--- src/rtl/instruction_fetch_queue.sv ---
// Fetch stage: drives the instruction-memory request from the PC, computes the next PC,
// and buffers fetched {pc, instr} pairs in a small FIFO toward decode.
module instruction_fetch_queue #(
    parameter int Address_width = 32,
    parameter int Data_width    = 32,
    parameter int Queue_depth   = 4
) (
    input  logic                     CLK,
    input  logic                     RST,
    input  logic [Address_width-1:0] PC_current,
    output logic [Address_width-1:0] PC_next,
    output logic                     Imem_req,
    output logic [Address_width-1:0] Imem_addr,
    input  logic                     Imem_ack,
    input  logic [Data_width-1:0]    Imem_rdata,
    input  logic                     Redirect_valid,
    input  logic [Address_width-1:0] Redirect_target,
    input  logic                     Decode_ready,
    output logic                     Fetch_valid,
    output logic [Data_width-1:0]    Fetch_instr,
    output logic [Address_width-1:0] Fetch_pc,
    output logic                     Fetch_error
);
    localparam int PW = (Queue_depth > 1) ? $clog2(Queue_depth) : 1;
    localparam int CW = PW + 1;

    typedef enum logic [1:0] {START, RUN, FULL, ERROR} state_t;

    state_t          state_q, state_d;
    logic [CW-1:0]   count_q, count_d;
    logic [PW-1:0]   rd_ptr_q, rd_ptr_d;
    logic [PW-1:0]   wr_ptr_q, wr_ptr_d;

    logic [Data_width-1:0]    entry_instr_q [Queue_depth];
    logic [Address_width-1:0] entry_pc_q    [Queue_depth];

    logic redirect, misaligned, push, pop;

    // Redirects are dead once the error state is entered; only reset recovers.
    assign redirect    = Redirect_valid && (state_q != ERROR);
    assign misaligned  = (Redirect_target[1:0] != 2'b00);
    assign Imem_req    = (state_q == RUN) && (count_q < CW'(Queue_depth));
    assign Imem_addr   = PC_current;
    assign push        = Imem_req && Imem_ack && !Redirect_valid;
    assign Fetch_valid = (count_q != '0) && (state_q != ERROR);
    assign pop         = Fetch_valid && Decode_ready;
    assign Fetch_instr = Fetch_valid ? entry_instr_q[rd_ptr_q] : '0;
    assign Fetch_pc    = Fetch_valid ? entry_pc_q[rd_ptr_q] : '0;
    assign Fetch_error = (state_q == ERROR);

    always_comb begin
        PC_next = PC_current;
        if (!RST)
            PC_next = '0;
        else if (redirect)
            PC_next = misaligned ? PC_current : Redirect_target;
        else if (push)
            PC_next = PC_current + Address_width'(4);
    end

    always_comb begin
        state_d  = state_q;
        count_d  = count_q + CW'(push) - CW'(pop);
        rd_ptr_d = pop  ? rd_ptr_q + PW'(1) : rd_ptr_q;
        wr_ptr_d = push ? wr_ptr_q + PW'(1) : wr_ptr_q;
        case (state_q)
            START:   state_d = RUN;
            RUN:     if (push && !pop && count_q == CW'(Queue_depth - 1)) state_d = FULL;
            FULL:    if (pop) state_d = RUN;
            default: state_d = ERROR;
        endcase
        // A redirect flushes everything, swallowing any same-cycle push or pop.
        if (redirect) begin
            count_d  = '0;
            rd_ptr_d = '0;
            wr_ptr_d = '0;
            state_d  = misaligned ? ERROR : RUN;
        end
    end

    always_ff @(posedge CLK or negedge RST) begin
        if (!RST) begin
            state_q  <= START;
            count_q  <= '0;
            rd_ptr_q <= '0;
            wr_ptr_q <= '0;
        end else begin
            state_q  <= state_d;
            count_q  <= count_d;
            rd_ptr_q <= rd_ptr_d;
            wr_ptr_q <= wr_ptr_d;
        end
    end

    // Payload storage needs no reset: outputs are gated by the count.
    always_ff @(posedge CLK) begin
        if (push) begin
            entry_instr_q[wr_ptr_q] <= Imem_rdata;
            entry_pc_q[wr_ptr_q]    <= PC_current;
        end
    end
endmodule

--- config.mk ---
export PLATFORM = sky130hd
export DESIGN_NAME = instruction_fetch_queue
export DESIGN_NICKNAME = d
export VERILOG_FILES = /design/src/rtl/instruction_fetch_queue.sv
export SDC_FILE = /design/constraint.sdc
export NUM_CORES = 1
export LEC_CHECK = 0
export CAP_MARGIN = 0
export CORE_MARGIN = 1
export CORE_UTILIZATION = 47
export DETAILED_ROUTE_END_ITERATION = 10
export PLACE_DENSITY = 0.87
export REMOVE_ABC_BUFFERS = 1
export SLEW_MARGIN = 15
export SYNTH_ARGS = -nofsm -noshare
export SYNTH_HDL_FRONTEND = slang
export SYNTH_SLANG_ARGS = --single-unit
--- constraint.sdc ---
create_clock -name CLK -period 3 [get_ports CLK]
set_input_delay 0.45 -clock CLK [delete_from_list [all_inputs] [get_ports CLK]]
set_output_delay 0.45 -clock CLK [all_outputs]
set_load 0.02 [all_outputs]
# == After elaboration in Yosys (flattened, before gate mapping) ==
# Memory sizes are Yosys's and may differ from the RTL's.
# Cells that the tools add are included.
# totals
mem_count,2
ramBits,256
word_cells,53
reg_bits,9
# op_classes
reduce_logical,16
add_sub_neg,5
n_eq_ne,7
muxes,18
magnitude_cmp,1
# memory_table
memory,depth,word_bits,read_ports,rd_clocked_by_memory_dff,write_ports,line,source
entry_instr_q,4,32,1,0,1,34,logic [Data_width-1:0] entry_instr_q [Queue_depth];
entry_pc_q,4,32,1,0,1,35,logic [Address_width-1:0] entry_pc_q [Queue_depth];
# op_table
cell,count
2-to-1 mux 32 bit,6
adder 32 x 3 -> 32 bit (second input constant),1
2-to-1 mux 2 bit,8
logical AND 1 bit,8
case mux 2 bit (3 select lines),1
nonzero test 2 bit,3
adder 2 x 1 -> 2 bit (second input constant),2
equality test 2 bit (second input constant),2
adder 3 x 1 -> 3 bit,1
equality test 3 x 2 -> 1 bit (second input constant),1
less-than comparator 3 bit (second input constant),1
2-to-1 mux 3 bit,1
inequality test 3 x 2 -> 1 bit (second input constant),1
inequality test 3 bit (second input constant),1
nonzero test 3 bit,1
subtractor 3 x 1 -> 3 bit,1
equality test 2 x 1 -> 1 bit (second input constant),1
logical NOT 1 bit,2
logical NOT 2 bit,1
2-to-1 mux 1 bit,2
inequality test 2 bit (second input constant),1
AND reduction 2 bit,1

# == Longest topological paths before layout ==
# depth
ltp_word,9
mapped_depth,12
ltp_nobuf,11

# == Worst setup path before layout ==
# OpenSTA, ideal clock, no wires.
# synth_timing
path_type,reg-to-reg
startpoint,register count_q[2]
endpoint,"memory entry_instr_q[0][0], enable pin"
required_ns,2.571
path_stages_with_launch,6
setup_slack_ns,-0.337
setup_ns,0.429
synth_period_minus_slack_ns,3.337
arrival_ns,2.908
path_cell_list,dfrtp_1 nor3b_2 nand3b_1 inv_1 buf_2 and2_1
# synth_between
elab_chain_cells,6
# synth_rtl
element,line,source
from (decl),30,"logic [CW-1:0] count_q, count_d;"
from (signal assigned),89,count_q <= count_d;
less-than comparator 3 bit,42,assign Imem_req = (state_q == RUN) && (count_q < CW'(Queue_depth));
logical AND 1 bit,42,
via Imem_req,12,"output logic Imem_req,"
logical AND 1 bit (2 in a row),44,assign push = Imem_req && Imem_ack && !Redirect_valid;
2-to-1 mux 1 bit,97,if (push) begin
2-to-1 mux 1 bit (not written as such),98,entry_instr_q[wr_ptr_q] <= Imem_rdata;
to (decl),34,
# The timed path passes the listed nets, and every way through them passes these cells.

# == Final worst setup path ==
# layout_timing
startpoint,input PC_current[2]
endpoint,output PC_next[16]
# layout_between
elab_chain_cells,4
# layout_rtl
element,line,source
from (decl),10,"input logic [Address_width-1:0] PC_current,"
adder 32 x 3 -> 32 bit,58,PC_next = PC_current + Address_width'(4);
2-to-1 mux 32 bit,57,else if (push)
2-to-1 mux 32 bit,55,else if (redirect)
2-to-1 mux 32 bit,53,if (!RST)
to (decl),11,"output logic [Address_width-1:0] PC_next,"
# Every way passes these cells.

==> flow_summary.yaml <==
power:
  power.internal_mw: 6.57
  p_seq_share_pct: 49.1
  leakagePower_nw: 6.40
  swShare_pct: 21.5
  comb_power_share_pct: 11.1
  pwr-share-clk_pct: 39.9
  power.switching_mw: 1.80
  vdd_drop_max_uv: 352
  powerDensity_nw_per_um2: 511
  finalPower_mw: 8.38
global_route:
  antenna_found_initial: 0
  grt.total_usage_pct: 23.2
  grt_pass1_vias: 7971
  grt_max_degree: 33
  grt_pass1_wl_microns: 45400
  overflow: 0
layout:
  antenna_cells: 0
  finalNetCount: 1165
  synthToLayoutAreaGrowth_pct: 38.4
  drive_above_1_share_pct: 28.0
  multiInputGateArea_sq_um: 3550
  final.fill_count: 1760
  seqCellArea_sq_um: 7920
  final_area_sq_um: 16400
timing:
  fin_skew_ns: 0.00892
  fin_hold_ws_ns: 0.332
  worstMarginPinSlew_ns: 0.350
  setup_slack_ns: -0.00679
  slew_violations: 0
  setup_violations: 1
  rsz0062_at_grt: "yes"
  post-route-period-util_pct: 100
  finalCriticalPeriod_ns: 3.01
  fmax_mhz: 333
  finalHoldViolCount: 0
  max-slew-margin-rel_pct: 76.7
detailed_routing:
  ant_nets: 0
  via_per_inst: 5.60
  drt-total-wl_microns: 30600
  drc: 0
  first_pass_iters: 6
  wl_per_cell_microns: 21.9
  drt-initial-drc-count: 559
  vias: 7833
clocking:
  cts.clk_slew.worst_paths_ns: 0.06
  cts.sinks: 265
  cts_max_path_buffers: 3
  cts_buffers: 27
  cts_tree: "yes"
  htree_levels: 1
  clk-insertion-delay-late_ns: 0.52
  cts_root_buf: "clkbuf_16"
outcome:
  violations: "setup timing"
  status: "finished with violations"
yosys:
  synth_cells: 736
  synth_top_family_by_area: "multiplexers"
  yosys-top-cells-area: "edfxtp_1, mux4_2, and2_1, buf_4, dfrtp_1"
  ys.flop_type: "edfxtp_1"
  yosysWarnings: 0
  ys_ff_latch: 265
  synthDistinctLibCells: 61
  synth.area.mux_share_pct: 12.5
  synth.most_common_cell: "edfxtp_1"
  synth_area_sq_um: 11800
  synth_compound_area_share_pct: 3.78
  synth-simple-area-share_pct: 10.8
  synth-edff-count: 256
  ys_async_sr_fraction_pct: 3.40
  synthXorXnorAreaFrac_pct: 1.03
  yosysSeqAreaShare_pct: 66.8
  postSynthAreaPerCell_sq_um: 16.1
  synth_top_area_share_pct: 64.9
  synthTopCellsByCount: "edfxtp_1, and2_1, mux4_2"
  synth_largest_area_cell: "edfxtp_1"
  synth_fa_ha_area_share_pct: 1.01
setup_path:
  r2r_cells: 13
  rr_endpoint: "count_q[2]$_DFF_PN0_"
  crit_start: "PC_current[2]"
  critPathKind: "in2out"
  cp.required_ns: 2.55
  crit_path_end: "PC_next[16]"
  worstSetupStartpointType: "input port"
  r2r_start: "state_q[1]$_DFFE_PN0P_"
  crit_fanout: 4
  worstSetupEndpointType: "output port"
  r2r_setup_slack_ns: 0.38
  cp_data_arrival_time_ns: 2.56
floorplan:
  dieArea_sq_um: 25800
  die_w_microns: 161
  start_util_pct: 48.3
  fp.coreArea_sq_um: 24500
  ioPinCount: 232
  dieHeight_microns: 161
  placementRows: 57
run:
  maxCapViolations: 0
placed_design:
  place.gp.congestion: 0.884
  post_dp_cell_area_sq_um: 15200
  port_buffers: 231
  dp_hpwl_microns: 20600
  pre_cts_ws_ns: -0.567
hold_path:
  min_path_type: "in2async"
## layout by cell type (no fill, tap or decap), drive strengths merged, types with 4 or more instances in the layout
| cell type | count |
|---|---|
| nand3 | 19 |
| edfxtp | 256 |
| o21ai | 9 |
| nand2 | 54 |
| dlymetal6s2s | 38 |
| clkinv | 8 |
| clkdlybuf4s15 | 4 |
| and2 | 75 |
| buf | 145 |
| clkdlybuf4s50 | 147 |
| dlygate4sd2 | 26 |
| dfrtp | 9 |
| o211ai | 5 |
| nand4 | 15 |
| clkinvlp | 5 |
| nor2 | 20 |
| nor3 | 11 |
| mux4 | 64 |
| inv | 9 |
| nor4 | 8 |
| xnor2 | 5 |
| ha | 8 |
| and3 | 7 |
| clkbuf | 39 |
| a21oi | 33 |
| a31oi | 5 |
| xor2 | 9 |
## worst min path at each step
| stage | to |
|---|---|
| final | state_q[1]$_DFFE_PN0P_ |
| after global routing | state_q[1]$_DFFE_PN0P_ |
| after CTS | state_q[1]$_DFFE_PN0P_ |
| after detailed placement | wr_ptr_q[1]$_DFFE_PN0P_ |
| after global placement | wr_ptr_q[1]$_DFFE_PN0P_ |
| after floorplan | count_q[0]$_DFF_PN0_ |
## cell type report
type / count / share of cell area [%]
Sequential cell: 265 / 48.3
Timing Repair Buffer: 366 / 21.9
Multi-Input combinational cell: 386 / 21.7
Clock buffer: 33 / 4.44
Tap cell: 324 / 2.47
Clock inverter: 16 / 1.05
Inverter: 9 / 0.206
## what timing repair did
action	in CTS	in global routing
gates resized for setup	90	81
cloned	1	1
setup endpoints to repair	60	77
pin swaps	4	7
setup buffers	2	13
hold buffers	0	0
## logic make-up after synthesis
group | count (synthesis)
flops | 265
simple gates | 223
buf+inv | 85
compound gates | 72
mux | 68
xor+xnor | 14
fa+ha+maj | 9
## per-stage QoR
step / cells / util, % / setup TNS [ns]
final: 1399 / 66.8 / -0.00679
after global routing: 1399 / 66.8 / -0.383
after CTS: 1385 / 65.8 / -0.119
after detailed placement: 1333 / 62.0 / -8.91
after global placement: 1333 / 62.0 / -9.10
after floorplan: 660 / - / -153.91
## state kept, by name (all words and copies together) (netlist names)
register and cells:
rd_ptr_q 2, wr_ptr_q 2, count_q 3, state_q 2
entry_pc_q 128, entry_instr_q 128
## worst max-delay path, cell delays in order
cell             delay [ns]
clkdlybuf4s50_1        0.54
ha_1                   0.19
buf_4                  0.11
nand4_1                0.21
nor2_1                 0.26
o21ai_0                0.10
a211oi_1               0.32
dlygate4sd2_1          0.38
## metal layers
metal	vias to the layer above	part of all wire [%]	global-route usage, %
li1	3470	-	-
met1	3898	41	30.8
met2	408	49	39.3
met3	57	7.8	3.82
met4	0	2.3	6.86
met5	-	0	0
## power groups by stage
stage	clock, mW	combinational [mW]	sequential, mW
finish	3.34	0.926	4.11
global route	3.53	0.986	4.11
CTS	3.39	0.867	4.10
detailed placement	0	0.869	4.18
global placement	0	0.854	4.18
floorplan	0	0.325	4.24
No activity file was read; power rests on OpenSTA's default activity.
